File: src/rtl/clk_frac_div_ctrl_if.sv
// clk_frac_div_ctrl_if: ratio-configuration bus of the fractional clock divider.
//   cfg_valid/cfg_div : source offers a divide ratio (unsigned fixed point)
//   cfg_ready         : controller can accept a ratio
//   cfg_err           : one-cycle pulse, offered ratio rejected
//   upd_done          : one-cycle pulse, new step now in effect
//   cur_step          : step currently used by the accumulator
interface clk_frac_div_ctrl_if #(
  parameter int DIV_W = 16,
  parameter int ACC_W = 16
);
  logic             cfg_valid;
  logic [DIV_W-1:0] cfg_div;
  logic             cfg_ready;
  logic             cfg_err;
  logic             upd_done;
  logic [ACC_W-1:0] cur_step;
  modport master (output cfg_valid, cfg_div, input cfg_ready, cfg_err, upd_done, cur_step);
  modport slave  (input cfg_valid, cfg_div, output cfg_ready, cfg_err, upd_done, cur_step);
endinterface

File: src/rtl/clk_frac_div_ctrl.sv
// clk_frac_div_ctrl: phase-accumulator fractional clock divider with run-time ratio control.
//   clk_in    : clock
//   rst_n     : synchronous active-low reset
//   i_run     : 1 = accumulate, 0 = stop at the next wrap
//   cfg       : ratio configuration bus (slave side)
//   o_clk_out : divided clock, MSB of the accumulator
module clk_frac_div_ctrl #(
  parameter int ACC_W        = 16,
  parameter int DIV_W        = 16,
  parameter int FRAC_W       = 8,
  parameter int DEFAULT_STEP = 7568
) (
  input  logic                 clk_in,
  input  logic                 rst_n,
  input  logic                 i_run,
  clk_frac_div_ctrl_if.slave   cfg,
  output logic                 o_clk_out
);
  localparam int Q_W   = ACC_W + FRAC_W + 1;
  localparam int CNT_W = $clog2(Q_W);
  typedef enum logic [1:0] {IDLE, CALC, PEND} state_t;
  state_t           r_state;
  logic [ACC_W-1:0] r_acc;
  logic [ACC_W-1:0] r_step;
  logic [ACC_W-1:0] r_pend;
  logic [ACC_W-1:0] r_q;
  logic [DIV_W-1:0] r_div;
  logic [DIV_W:0]   r_rem;
  logic [CNT_W-1:0] r_cnt;
  logic             r_ready;
  logic             r_err;
  logic             r_upd_arm;
  logic             r_upd;
  logic [ACC_W:0]   w_sum;
  logic             w_halt;
  logic             w_wrap;
  logic             w_xfer;
  logic             w_small;
  logic [DIV_W:0]   w_sh;
  logic [DIV_W:0]   w_sub;
  logic             w_ge;
  logic [ACC_W:0]   w_q;
  assign w_sum   = {1'b0, r_acc} + {1'b0, r_step};
  // Stopped: run low and the accumulator already parked at zero.
  assign w_halt  = !i_run && (r_acc == '0);
  assign w_wrap  = !w_halt && w_sum[ACC_W];
  assign w_xfer  = cfg.cfg_valid && r_ready;
  assign w_small = cfg.cfg_div < DIV_W'(1 << (FRAC_W + 1));
  // Restoring division of 2^Q_W: the leading dividend one is preloaded into
  // the remainder, so each cycle shifts in a zero and yields one quotient bit.
  assign w_sh    = r_rem << 1;
  assign w_sub   = w_sh - {1'b0, r_div};
  assign w_ge    = w_sh >= {1'b0, r_div};
  assign w_q     = {r_q, w_ge};
  assign o_clk_out     = r_acc[ACC_W-1];
  assign cfg.cfg_ready = r_ready;
  assign cfg.cfg_err   = r_err;
  assign cfg.upd_done  = r_upd;
  assign cfg.cur_step  = r_step;
  always_ff @(posedge clk_in) begin
    if (!rst_n)
      r_acc <= '0;
    else if (!w_halt)
      r_acc <= (!i_run && w_wrap) ? '0 : w_sum[ACC_W-1:0];
  end
  always_ff @(posedge clk_in) begin
    if (!rst_n) begin
      r_state   <= IDLE;
      r_ready   <= 1'b1;
      r_err     <= 1'b0;
      r_upd_arm <= 1'b0;
      r_upd     <= 1'b0;
      r_step    <= ACC_W'(DEFAULT_STEP);
      r_pend    <= '0;
      r_q       <= '0;
      r_div     <= '0;
      r_rem     <= '0;
      r_cnt     <= '0;
    end else begin
      r_err     <= w_xfer && w_small;
      r_upd_arm <= 1'b0;
      r_upd     <= r_upd_arm;
      if (r_state == IDLE && w_xfer && !w_small) begin
        r_state <= CALC;
        r_ready <= 1'b0;
        r_div   <= cfg.cfg_div;
        r_rem   <= (DIV_W + 1)'(1);
        r_q     <= '0;
        r_cnt   <= '0;
      end else if (r_state == CALC) begin
        r_rem <= w_ge ? w_sub : w_sh;
        r_q   <= w_q[ACC_W-1:0];
        r_cnt <= r_cnt + 1'b1;
        if (r_cnt == CNT_W'(Q_W - 1)) begin
          r_state <= PEND;
          r_pend  <= ACC_W'((w_q + 1'b1) >> 1);
        end
      end else if (r_state == PEND && (w_wrap || w_halt)) begin
        // Swap only at a wrap (or while parked) so clk_out never glitches.
        r_step    <= r_pend;
        r_upd_arm <= 1'b1;
        r_state   <= IDLE;
        r_ready   <= 1'b1;
      end
    end
  end
endmodule
File: src/flat_wrapper.sv
// flat-port wrapper written by rule: the top's interface ports become plain ports
module clk_frac_div_ctrl_flat 
#(
  parameter int ACC_W        = 16,
  parameter int DIV_W        = 16,
  parameter int FRAC_W       = 8,
  parameter int DEFAULT_STEP = 7568
)
  (clk_in, rst_n, i_run, o_clk_out, cfg_cfg_valid, cfg_cfg_div, cfg_cfg_ready, cfg_cfg_err, cfg_upd_done, cfg_cur_step);
  clk_frac_div_ctrl_if #(.DIV_W(DIV_W), .ACC_W(ACC_W)) cfg_i ();
  input  logic clk_in;
  input  logic rst_n;
  input  logic i_run;
  output logic o_clk_out;
  input wire logic [$bits(cfg_i.cfg_valid)-1:0] cfg_cfg_valid;
  input wire logic [$bits(cfg_i.cfg_div)-1:0] cfg_cfg_div;
  output wire logic [$bits(cfg_i.cfg_ready)-1:0] cfg_cfg_ready;
  output wire logic [$bits(cfg_i.cfg_err)-1:0] cfg_cfg_err;
  output wire logic [$bits(cfg_i.upd_done)-1:0] cfg_upd_done;
  output wire logic [$bits(cfg_i.cur_step)-1:0] cfg_cur_step;
  assign cfg_i.cfg_valid = cfg_cfg_valid;
  assign cfg_i.cfg_div = cfg_cfg_div;
  assign cfg_cfg_ready = cfg_i.cfg_ready;
  assign cfg_cfg_err = cfg_i.cfg_err;
  assign cfg_upd_done = cfg_i.upd_done;
  assign cfg_cur_step = cfg_i.cur_step;
  clk_frac_div_ctrl #(.ACC_W(ACC_W), .DIV_W(DIV_W), .FRAC_W(FRAC_W), .DEFAULT_STEP(DEFAULT_STEP)) u_core (.clk_in(clk_in), .rst_n(rst_n), .i_run(i_run), .cfg(cfg_i), .o_clk_out(o_clk_out));
endmodule
File: config.mk
export PLATFORM = sky130hd
export DESIGN_NAME = clk_frac_div_ctrl_flat
export DESIGN_NICKNAME = d
export VERILOG_FILES = /design/src/rtl/clk_frac_div_ctrl_if.sv /design/src/rtl/clk_frac_div_ctrl.sv /design/src/flat_wrapper.sv
export SDC_FILE = /design/constraint.sdc
export NUM_CORES = 1
export LEC_CHECK = 0
export ABC_AREA = 1
export BUFFER_PORTS_ARGS = -buffer_cell sky130_fd_sc_hd__buf_2
export CAP_MARGIN = 20
export CORE_MARGIN = 1
export CORE_UTILIZATION = 50
export CTS_BUF_LIST = sky130_fd_sc_hd__clkbuf_2
export DETAILED_ROUTE_END_ITERATION = 16
export GPL_TIMING_DRIVEN = 0
export PLACE_DENSITY = 0.79
export SYNTH_ARGS = -nofsm -noshare
export SYNTH_HDL_FRONTEND = slang
export SYNTH_SLANG_ARGS = --single-unit
File: constraint.sdc
create_clock -name clk_in -period 3.4 [get_ports clk_in]
set_input_delay 0.51 -clock clk_in [delete_from_list [all_inputs] [get_ports clk_in]]
set_output_delay 0.51 -clock clk_in [all_outputs]
set_load 0.05 [all_outputs]
# == After elaboration in Yosys (flattened, before gate mapping) ==
# Index checks and enable logic that the tools add are counted.
# classes
bitwise,3
mux,12
n_eq_ne,6
addsub,4
n_reduce_logical,25
magnitude_cmp,2
# ops
cell,count
16-bit 2-to-1 mux,2
16-bit by 16-bit adder with 17-bit output,1
"17-bit by 1-bit adder with 17-bit output, second input constant",1
17-bit by 16-bit greater-or-equal comparator with 1-bit output,1
16-bit logical NOT,1
"16-bit by 10-bit < comparator with 1-bit output, second input constant",1
16-bit subtractor,1
1-bit logical AND,8
1-bit 2-to-1 mux,7
2-bit 2-to-1 mux,3
2-bit AND reduction,3
3-bit AND reduction,2
2-bit nonzero test,3
"5-bit by 1-bit adder with 5-bit output, second input constant",1
"5-bit equality test, second input constant",1
1-bit logical NOT,3
"3-bit by 2-bit != test with 1-bit output, second input constant",1
1-bit NOT,3
3-bit nonzero test,1
3-bit OR reduction,1
"2-bit by 1-bit equality test with 1-bit output, second input constant",1
"2-bit equality test, second input constant",1
2-bit logical NOT,1
"2-bit by 1-bit != test with 1-bit output, second input constant",1
other kinds (3),3
# totals
word_cells,66
output_inout_bits,20
inputBits,20
reg_bits,107

# == Depth between registers and ports, before layout ==
# Gate-level depths: netlist of the first run.
# logic_depth
ltp_word,9
depth_mapped,23
mapped_depth_nobuf,22

# == Worst setup path after synthesis of the first run ==
# OpenSTA, ideal clock, no wires.
# synth_path
path_type,reg2reg
from,reg u_core.r_div[1]
to,reg u_core.r_pend[15]
stages_incl_launch_ff,23
slack_ns,0.803
setup_time_ns,0.058
synth_period_minus_slack_ns,2.597
arrival_time_ns,2.538
n_path_buf,1
required_time_ns,3.342
cell_sequence,dfxtp_1 inv_1 ha_1 ha_1 nand2_1 nor2_1 nand3_1 nor2_2 nor2_2 nand2_4 buf_2 ha_1 nand2_1 inv_2 nand2_1 nor2_2 nand3_1 nor2_1 inv_1 or2_0 nand3_1 o211ai_1 inv_1
# synth_via
elab_chain_cells,2
# synth_rtl
element,line,source
from (decl),clk_frac_div_ctrl.sv:27,logic [DIV_W-1:0] r_div;
from (signal assigned),clk_frac_div_ctrl.sv:86,r_div <= cfg.cfg_div;
17-bit by 16-bit greater-or-equal comparator with 1-bit output,clk_frac_div_ctrl.sv:53,"assign w_ge = w_sh >= {1'b0, r_div};"
via u_core.w_ge,clk_frac_div_ctrl.sv:41,logic w_ge;
17-bit by 1-bit adder with 17-bit output,clk_frac_div_ctrl.sv:96,r_pend <= ACC_W'((w_q + 1'b1) >> 1);
to (signal assigned),clk_frac_div_ctrl.sv:96,
to (decl),clk_frac_div_ctrl.sv:25,logic [ACC_W-1:0] r_pend;
# The timed path passes the listed nets, and every way through them passes these cells.
# A chain may end at the register's enable or synchronous reset.

# == Worst setup path after layout of the first run ==
# layout_path
from,reg u_core.r_div[1]
to,reg u_core.r_pend[15]
# layout_via
elab_chain_cells,2
# layout_rtl
element,line
17-bit by 16-bit greater-or-equal comparator with 1-bit output,clk_frac_div_ctrl.sv:53
17-bit by 1-bit adder with 17-bit output,clk_frac_div_ctrl.sv:96
# Every way passes these cells.

==> impl_results.md, run 1 <==
* Status: finished clean
* Share of layout cells above drive strength 1 at about 13%
* Slowest stage delay, CP at 0.42 ns
* Clock-pin slew on the worst setup and hold paths at around 0.3 ns
* CTS H-tree depth at 3
* GRT Util Overall at 23.5%
* Synth Area in Simple Gates at 28.6%
* Cell Chain, Critical Path: inv_1 > ha_1 > ha_1 > nand2_1 > nor2_1 > nand3_1 > nor2_2 > nor2_2 > nand2_4 > ha_1 > nand2_1 > inv_2 > nand2_1 > nor2_2 > nand3_1 > nor2_1 > inv_1 > or2_0 > nand3_1 > o211ai_1 > inv_1
* Clock Tree Root: clkbuf_2
* Routed len/inst at 13.9 um
* Clock Sinks at 107
* Filler instances at 1,108
* Synth Instances at 814
* Top FF cell, synth: dfxtp_1
* Worst hold path type: in -> reg
* Vias per cell at between 5 and 6
* Routed wl met2 at 6140 um
* Setup Buffers After CTS at 0
* Layout Nets at 920
* Hold_buf cts at 0
* Compound-Gate Fraction of Synth Area at 15.7%
* Synthesis Warnings at 0
* Post-synthesis async set-or-reset flop share at 0%
* Final Critical Period at 3.04 ns
* Most common cell after layout, fill and taps aside: nand2_1
* Critical path launch point type: flip-flop
* Crit path arrival time at 3.62 ns
* Pin count of the biggest net entering global routing at 19
* Crit-path max FO at 15
* Final period util at 89.3%
* Most frequent cells in the layout: 184 x nand2_1, 107 x dfxtp_1, 97 x a21oi_1
* Final Hold Fails at 0
* Static Leakage at 2.79 nW
* Post-synth EDFFs at 0
* Fmax at 329 MHz
* IO Port Bufs at 39
* Top layer in use: met4
* # rows at 39
* Core Area at about 0.011 mm2
* Vias in the first global route at 4,960
* Die H at 111 um
* Die extent in x at between 100 and 150 um
* Global route overflow at 0
* Kind of critical path: reg -> reg
* CTS tree: done
* Min Hold Slack at approximately 0.17 ns
* Wire length of the first global-routing pass at 23,500 um
* Largest family of logic cells by synthesized area: simple AND/OR/NAND/NOR gates
* Setup TNS at 0 ns
* Data required, critical path at 3.99 ns
* Slew headroom at 60.5%
* Seq/Total Area, Yosys at 36.2%
* Worst ir drop on vdd at 0.410 mV
* Unrepaired setup endpoints after global routing: false
* Final setup fails at 0
* Met3 wire len at 734 um
* Slew Viols, Final at 0
* Iter 0 DRT Violations at 490
* Footprint of the multi-input gates at 0.00330 mm2
* TritonRoute pass-1 iters at 7
* Synth Register Bits at roughly 110
* Total Power at 0.00324 W
* Post-CTS sizing at 0
* Post-synthesis adder-cell area fraction at under 10%
* Synth-to-layout area growth at 8.28%
* PD cells at approximately 500 mW/mm2
* Xor/xnor share of the synthesized area at 3.40%
* Slowest cell on crit path: dfxtp_1
* Routed Antenna Nets at 0
* Clock Skews at 0.0211 ns
* Slew @ Worst Pin at 0.592 ns
* Starting Density at 51.6%
* Vias at 5,433
* Post-synthesis mux area share at 0%
* Setup WS pre-CTS at 0.274 ns
* Drt total wl at 14,000 um
* Die area at 0.0123 mm2
* Register area at 0.00214 mm2
* HPWL after DPL at 10,900 um
* Max-cap violation count at 0
* Drc violations at 0
* Clock Latency Late Sink at 0.61 ns
* Total CTS buffers at 9
* Mapped Nets at just under 900
* Clock buffer depth at 2
* Ports at 40
* GP Congestion at between 0.9 and 1
* Synth Cell Area at 0.00592 mm2
* Setup WS post-layout at about 0.36 ns
* Met1 wire length at 6920 um
* Syn Area/Cell at 7.27 um2
* CP Capture Type: flip-flop
* Synth unique cells at 52
* Initial antenna violation count at 0
==> cell type report <==
| type | instances | area share (%) |
|---|---|---|
| clock buffers | 9 | 0.703 |
| repair buffers | 39 | 3.04 |
| multi-input cells | 593 | 51.5 |
| clock inverters | 6 | 1.15 |
| diodes | 1 | 0.0390 |
| plain buffers | 24 | 2.15 |
| flip-flops and latches | 107 | 33.4 |
| well taps | 143 | 2.79 |
| inverters | 89 | 5.21 |
==> synth_stat cells (2+ instances only) <==
| library cell | n | area share (%) |
|---|---|---|
| nand2_1 | 184 | 12 |
| a31oi_1 | 3 | 0.32 |
| nand3_2 | 2 | 0.34 |
| a21oi_2 | 3 | 0.44 |
| nor3_1 | 11 | 0.93 |
| buf_6 | 3 | 0.57 |
| clkbuf_1 | 13 | 0.82 |
| fa_1 | 2 | 0.68 |
| o21bai_1 | 3 | 0.38 |
| xor2_1 | 9 | 1.3 |
| nor2_2 | 17 | 1.8 |
| ha_1 | 35 | 7.4 |
| or2_2 | 3 | 0.32 |
| o211ai_1 | 9 | 1.1 |
| o22ai_1 | 2 | 0.21 |
| xnor2_1 | 14 | 2.1 |
| inv_1 | 83 | 5.3 |
| nand2_2 | 5 | 0.53 |
| or2_1 | 2 | 0.21 |
| buf_2 | 6 | 0.51 |
| nand2_4 | 4 | 0.76 |
| inv_2 | 5 | 0.32 |
| or2_0 | 2 | 0.21 |
| nor3b_1 | 2 | 0.25 |
| nor2_1 | 43 | 2.7 |
| nor4_1 | 6 | 0.63 |
| a21oi_1 | 97 | 8.2 |
| o21ai_0 | 35 | 3.0 |
| nand3_1 | 64 | 5.4 |
| o21ai_1 | 5 | 0.42 |
| dfxtp_1 | 107 | 36 |
| nand4_1 | 12 | 1.3 |
| buf_4 | 2 | 0.25 |
| nand3b_1 | 3 | 0.38 |
==> where the power goes <==
part           switching (W)  internal, W
Combinational       0.000793     0.000436
Clock               0.000443     0.000175
Sequential         0.0000519      0.00134
Total                0.00129      0.00195
==> state kept, by name, indices dropped and copies added (netlist names) <==
register	count
u_core.r_cnt	5
u_core.r_div	16
u_core.cfg.cfg_err	1
u_core.r_pend	16
u_core.r_rem	16
u_core.cfg.cfg_ready	1
u_core.r_upd_arm	1
u_core.r_state	2
u_core.cfg.cur_step	16
u_core.cfg.upd_done	1
u_core.r_acc	16
u_core.r_q	16
==> stage by stage <==
stage,util [%],instance area [um2],instances
after floorplan,-,5920,814
after global placement,54.9,6290,996
after detailed placement,54.9,6290,996
after CTS,55.9,6410,1011
after global routing,55.9,6410,1010
final,55.9,6410,1011
==> kinds of logic (layout without fill, tap and decap cells) <==
group / after synthesis / after routing
AOI/OAI and AO/OA: 167 / 167
xor gates and xnor gates: 23 / 23
adders and majority gates: 37 / 37
buffers and inverters: 114 / 167
DFF: 107 / 107
other: 0 / 1
and+or+nand+nor: 366 / 366
==> critical path, delay by kind of cell (launching register included) <==
family	cells	cell delay, ns
AOI/OAI and AO/OA	1	0.09
adders and majority gates	3	0.73
buffers and inverters	4	0.31
DFF	1	0.42
and+or+nand+nor	13	1.47
==> metal layers <==
| layer | vias to the layer above | global-route usage (%) |
|---|---|---|
| met1 | 2463 | 33.5 |
| met5 | - | 0 |
| li1 | 2806 | - |
| met4 | 0 | 7.82 |
| met2 | 142 | 37.1 |
| met3 | 22 | 2.30 |
==> final timing paths <==
kind / startpoint / endpoint / slack [ns] / depth (start not counted)
worst min-delay path: cfg_cfg_div[2] / u_core.r_div[2]$_SDFFE_PN0P_ / 0.17 / 3
worst min register to register: u_core.r_upd_arm$_SDFF_PP0_ / u_core.cfg.upd_done$_SDFF_PN0_ / 0.41 / 2
worst max-delay path: u_core.r_div[1]$_SDFFE_PN0P_ / u_core.r_pend[15]$_SDFFE_PN0P_ / 0.36 / 21
worst max register to register: u_core.r_div[1]$_SDFFE_PN0P_ / u_core.r_pend[15]$_SDFFE_PN0P_ / 0.36 / 21
(Power assumes the default switching activity.)
==> run 2: changes to the inputs <==
- CELL_PAD_IN_SITES_DETAIL_PLACEMENT: default -> 0
- CELL_PAD_IN_SITES_GLOBAL_PLACEMENT: default -> 1
- CORE_UTILIZATION: 50 -> 30
- PLACE_DENSITY: 0.79 -> 0.69
==> impl_results.md, run 2 (same netlist as run 1, synthesis figures left out) <==
* Status: finished with violations
* Failing checks: DRC
* Clock Skews at between 0.02 and 0.03 ns
* Slew @ Worst Pin at 0.610 ns
* Final Hold Fails at 0
* Unrepaired setup endpoints after global routing: false
* Static Leakage at 2.76 nW
* FF-to-FF path depth at 21
* Synth-to-layout area growth at 10.1%
* Design Area, Final at roughly 0.0065 mm2
* Total Power at between 0.003 and 0.004 W
* Data required, critical path at approximately 4 ns
* GRT Util Overall at approximately 16%
* Pin count of the biggest net entering global routing at 16
* GP Congestion at 0.835
* Iter 0 DRT Violations at 311
* Hold_buf cts at 0
* Core Area at 0.0194 mm2
* HPWL after DPL at 12,300 um
* Routed Antenna Nets at 0
* Final setup fails at 0
* PD cells at 480 mW/mm2
* Clock Tree Root: clkbuf_2
* Max-cap violation count at 0
* Slew headroom at 59.3%
* Drt total wl at 15,400 um
* Fmax at 327 MHz
* Clock Sinks at ~110
* Most frequent cells in the layout: 184 x nand2_1, 107 x dfxtp_1, 97 x a21oi_1
* Final period util at between 80 and 90%
* Share of layout cells above drive strength 1 at 12.7%
* Total CTS buffers at 9
* Setup WS pre-CTS at 0.220 ns
* Global route overflow at 0
* Most common cell after layout, fill and taps aside: nand2_1
* Ports at 40
* Vias at approximately 5,200
* CP Capture Type: flip-flop
* Final Non-Filler Cells at 1,131
* Layout Nets at 920
* Starting Density at around 31%
* Worst hold path type: in -> reg
* Placed cell area at around 0.0064 mm2
* Worst ir drop on vdd at ~0.15 mV
* Vias in the first global route at 4,866
* Clock buffer depth at 2
* Setup WS post-layout at 0.341 ns
* Final Critical Period at 3.06 ns
* Initial antenna violation count at 1
* Wire length of the first global-routing pass at roughly 25,000 um
* Hold-critical path depth at 3
* CTS tree: done
* TritonRoute pass-1 iters at 11
* Kind of critical path: reg -> reg
* Setup TNS at 0 ns
* Crit path arrival time at approximately 3.6 ns
* Drc violations at 2
* Die area at approximately 0.020 mm2
* Die H at between 100 and 150 um
* Vias per cell at between 4 and 5
* IO Port Bufs at 39
* Die extent in x at 142 um
* Clock-pin slew on the worst setup and hold paths at ~0.26 ns
* Crit-path max FO at 15
* Routed len/inst at 13.6 um
* Clock Latency Late Sink at 0.61 ns
* # rows at 51
* Slew Viols, Final at 0
* CTS H-tree depth at 3
* DP Cell Count at 1,118
* Critical path launch point type: flip-flop
## run 2: changes by cell type in the layout (fill, tap and decap cells not counted), sizes merged
| cell | change |
|---|---|
| inv | -2 |
| bufinv | -1 |
| clkbuf | +1 |
## run 2: power breakdown
part	leakage (nW)	switching, W	internal (W)
Combinational	1.85	0.000808	0.000436
Clock	0.0434	0.000412	0.0000842
Sequential	0.869	0.0000522	0.00134
Total	2.76	0.00127	0.00186
## run 2: cell type report
class	count	area (um2)
plain buffers	24	138
diodes	1	2.50
clock buffers	10	50.0
well taps	265	332
multi-input cells	593	3300
inverters	89	334
clock inverters	3	18.8
flip-flops and latches	107	2140
repair buffers	39	195
fillers	2153	12900
## run 2: path summary, 6_finish.rpt
path	startpoint	endpoint	slack, ns
hold / removal	cfg_cfg_div[6]	u_core.r_div[6]$_SDFFE_PN0P_	0.18
setup / recovery	u_core.r_div[1]$_SDFFE_PN0P_	u_core.r_pend[15]$_SDFFE_PN0P_	0.34
hold reg to reg	u_core.r_upd_arm$_SDFF_PP0_	u_core.cfg.upd_done$_SDFF_PN0_	0.44
setup reg to reg	u_core.r_div[1]$_SDFFE_PN0P_	u_core.r_pend[15]$_SDFFE_PN0P_	0.34
## run 2: timing repair
| action | in CTS | in global routing |
|---|---|---|
| setup endpoints to repair | 0 | 1 |
| buffers inserted | 0 | 0 |
| resized for setup | 0 | 1 |
## run 2: critical path, stage by stage, from the launching register on
cell and delay, ns:
dfxtp_1 0.42, inv_1 0.08, ha_1 0.32, ha_1 0.21, nand2_1 0.07, nor2_1 0.10, nand3_1 0.10, nor2_2 0.16
nor2_2 0.08, nand2_4 0.18, ha_1 0.20, nand2_1 0.07, inv_2 0.10, nand2_1 0.10, nor2_2 0.12, nand3_1 0.15
nor2_1 0.14, inv_1 0.06, or2_0 0.19, nand3_1 0.08, o211ai_1 0.09, inv_1 0.07
## run 2: metal layers
layer / global-route usage, % / share of wire [%]
met1: 22.9 / 54
met2: 24.5 / 42
met3: 1.82 / 2.0
met4: 6.51 / 2.0
met5: 0 / 0
## run 2: stage by stage
step,utilization [%],hold slack (ns)
2_1_floorplan,-,0.390
6_report,33.6,0.182
5_1_grt,33.6,0.124
4_1_cts,33.6,0.121
3_3_place_gp,33.2,0.400
3_5_place_dp,33.2,0.404
==> run 3: changes to the inputs <==
- CAP_MARGIN: 20 -> 0
- CORE_ASPECT_RATIO: default -> 1.4
==> impl_results.md, run 3 (same netlist as run 1, synthesis figures left out) <==
* Status: finished clean
* GRT Util Overall at 16.6%
* Slowest cell on crit path: ha_1
* Core Area at between 0.015 and 0.02 mm2
* Total CTS buffers at 9
* Final setup fails at 0
* Worst hold path type: in -> reg
* Crit-path most repeated cell: nor2_2
* Final Util at between 30% and 40%
* Global route overflow at 0
* Pin count of the biggest net entering global routing at 17
* TritonRoute pass-1 iters at 4
* HPWL after DPL at 13,000 um
* Cell Chain, Critical Path: inv_1 > ha_1 > nand2_1 > nor2_2 > nand3_1 > nor2_2 > nor2_2 > nand2_4 > ha_1 > nand2_1 > inv_2 > nand2_1 > nor2_2 > nand3_1 > nor2_1 > inv_1 > or2_0 > nand3_1 > o211ai_1 > inv_1
* Crit-path max FO at 9
* Die H at 168 um
* Worst ir drop on vdd at about 0.35 mV
* Crit path arrival time at 3.59 ns
* CP Capture Type: flip-flop
* Slew headroom at a little under half
* Clock Tree Root: clkbuf_2
* IO Port Bufs at 39
* Iter 0 DRT Violations at approximately 250
* Most frequent cells in the layout: 184 x nand2_1, 107 x dfxtp_1, 97 x a21oi_1
* Vias per cell at 4.76
* Min Hold Slack at ~0.089 ns
* Share of layout cells above drive strength 1 at between 10% and 20%
* Drt total wl at 16,200 um
* Clock Skews at 0.0405 ns
* Clock-pin slew on the worst setup and hold paths at about 0.28 ns
* Layout Nets at 922
* Data required, critical path at 3.99 ns
* Hold_buf cts at 0
* DP Cell Count at 1,101
* Unrepaired setup endpoints after global routing: false
* Clock Sinks at 107
* Critical path launch point type: flip-flop
* Static Leakage at 2.79 nW
* Die extent in x at 121 um
* Kind of critical path: reg -> reg
* Setup TNS at 0 ns
* Clock Latency Late Sink at 0.64 ns
* Ports at 40
* Total Power at 0.00320 W
* Ant diodes at 0
* Final Critical Period at 3.00 ns
* Initial antenna violation count at 0
* Slew @ Worst Pin at 0.784 ns
* Wire length of the first global-routing pass at 25,900 um
* Drc violations at 0
* Final Hold Fails at 0
* Fmax at around 330 MHz
* Routed len/inst at 14.5 um
* Clock buffer depth at 2
* Final period util at 88.2%
* Synth-to-layout area growth at 10.1%
* Slew Viols, Final at 0
* Vias at 5,314
* Final Non-Filler Cells at 1,116
* GP Congestion at 0.857
* # rows at 60
* CTS H-tree depth at 3
* Routed Antenna Nets at 0
* Most common cell after layout, fill and taps aside: nand2_1
* Max-cap violation count at 0
* Die area at 0.0203 mm2
* Slowest stage delay, CP at 0.40 ns
* Vias in the first global route at about 5,100
* PD cells at 490 mW/mm2
* Starting Density at between 30% and 40%
* CTS tree: done
[run 3: worst max-delay path: cells and delay by family, from the launching register on]
| kind | cells | cell delay (ns) |
|---|---|---|
| DFF | 1 | 0.38 |
| adders and majority gates | 2 | 0.59 |
| buffers and inverters | 4 | 0.31 |
| and+or+nand+nor | 13 | 1.61 |
| AOI/OAI and AO/OA | 1 | 0.08 |
[run 3: routing by layer]
metal	vias to the layer above	wire length [um]	share of wire (%)	track usage, %
met1	2425	6340	39	16.8
met2	58	9090	56	33.2
met4	0	391	2.4	5.85
met3	23	342	2.1	2.68
li1	2808	-	-	-
met5	-	0	0	0
[run 3: cell type report]
cell class	instances	area, um2
inverters	89	334
clock buffers	9	45.0
repair buffers	41	210
flip-flops and latches	107	2140
well taps	248	310
plain buffers	24	138
fillers	2103	12800
clock inverters	5	31.3
multi-input cells	593	3310
[run 3: repair_timing]
action                     4_1_cts  5_1_grt
gates resized for setup          0        1
setup endpoints to repair        0        1
buffers inserted                 0        2
[run 3: report_power, final]
group	switching (W)	internal, W
logic	0.000823	0.000454
clock network	0.000439	0.0000872
registers	0.0000534	0.00134
[run 3: per-stage QoR]
stage / setup WS (ns) / instance area (um2)
floorplan: 0.803 / 5920
global placement: 0.114 / 6430
detailed placement: 0.146 / 6430
CTS: 0.0554 / 6500
global route: 0.0966 / 6520
finish: 0.401 / 6520
[run 3: worst paths after layout]
| path | from | to | slack (ns) | cells after the start |
|---|---|---|---|---|
| hold reg to reg | u_core.r_upd_arm$_SDFF_PP0_ | u_core.cfg.upd_done$_SDFF_PN0_ | 0.44 | 2 |
| hold / removal | cfg_cfg_valid | u_core.cfg.cfg_err$_SDFF_PN0_ | 0.09 | 3 |
| setup reg to reg | u_core.r_div[10]$_SDFFE_PN0P_ | u_core.r_pend[15]$_SDFFE_PN0P_ | 0.40 | 20 |
| setup / recovery | u_core.r_div[10]$_SDFFE_PN0P_ | u_core.r_pend[15]$_SDFFE_PN0P_ | 0.40 | 20 |
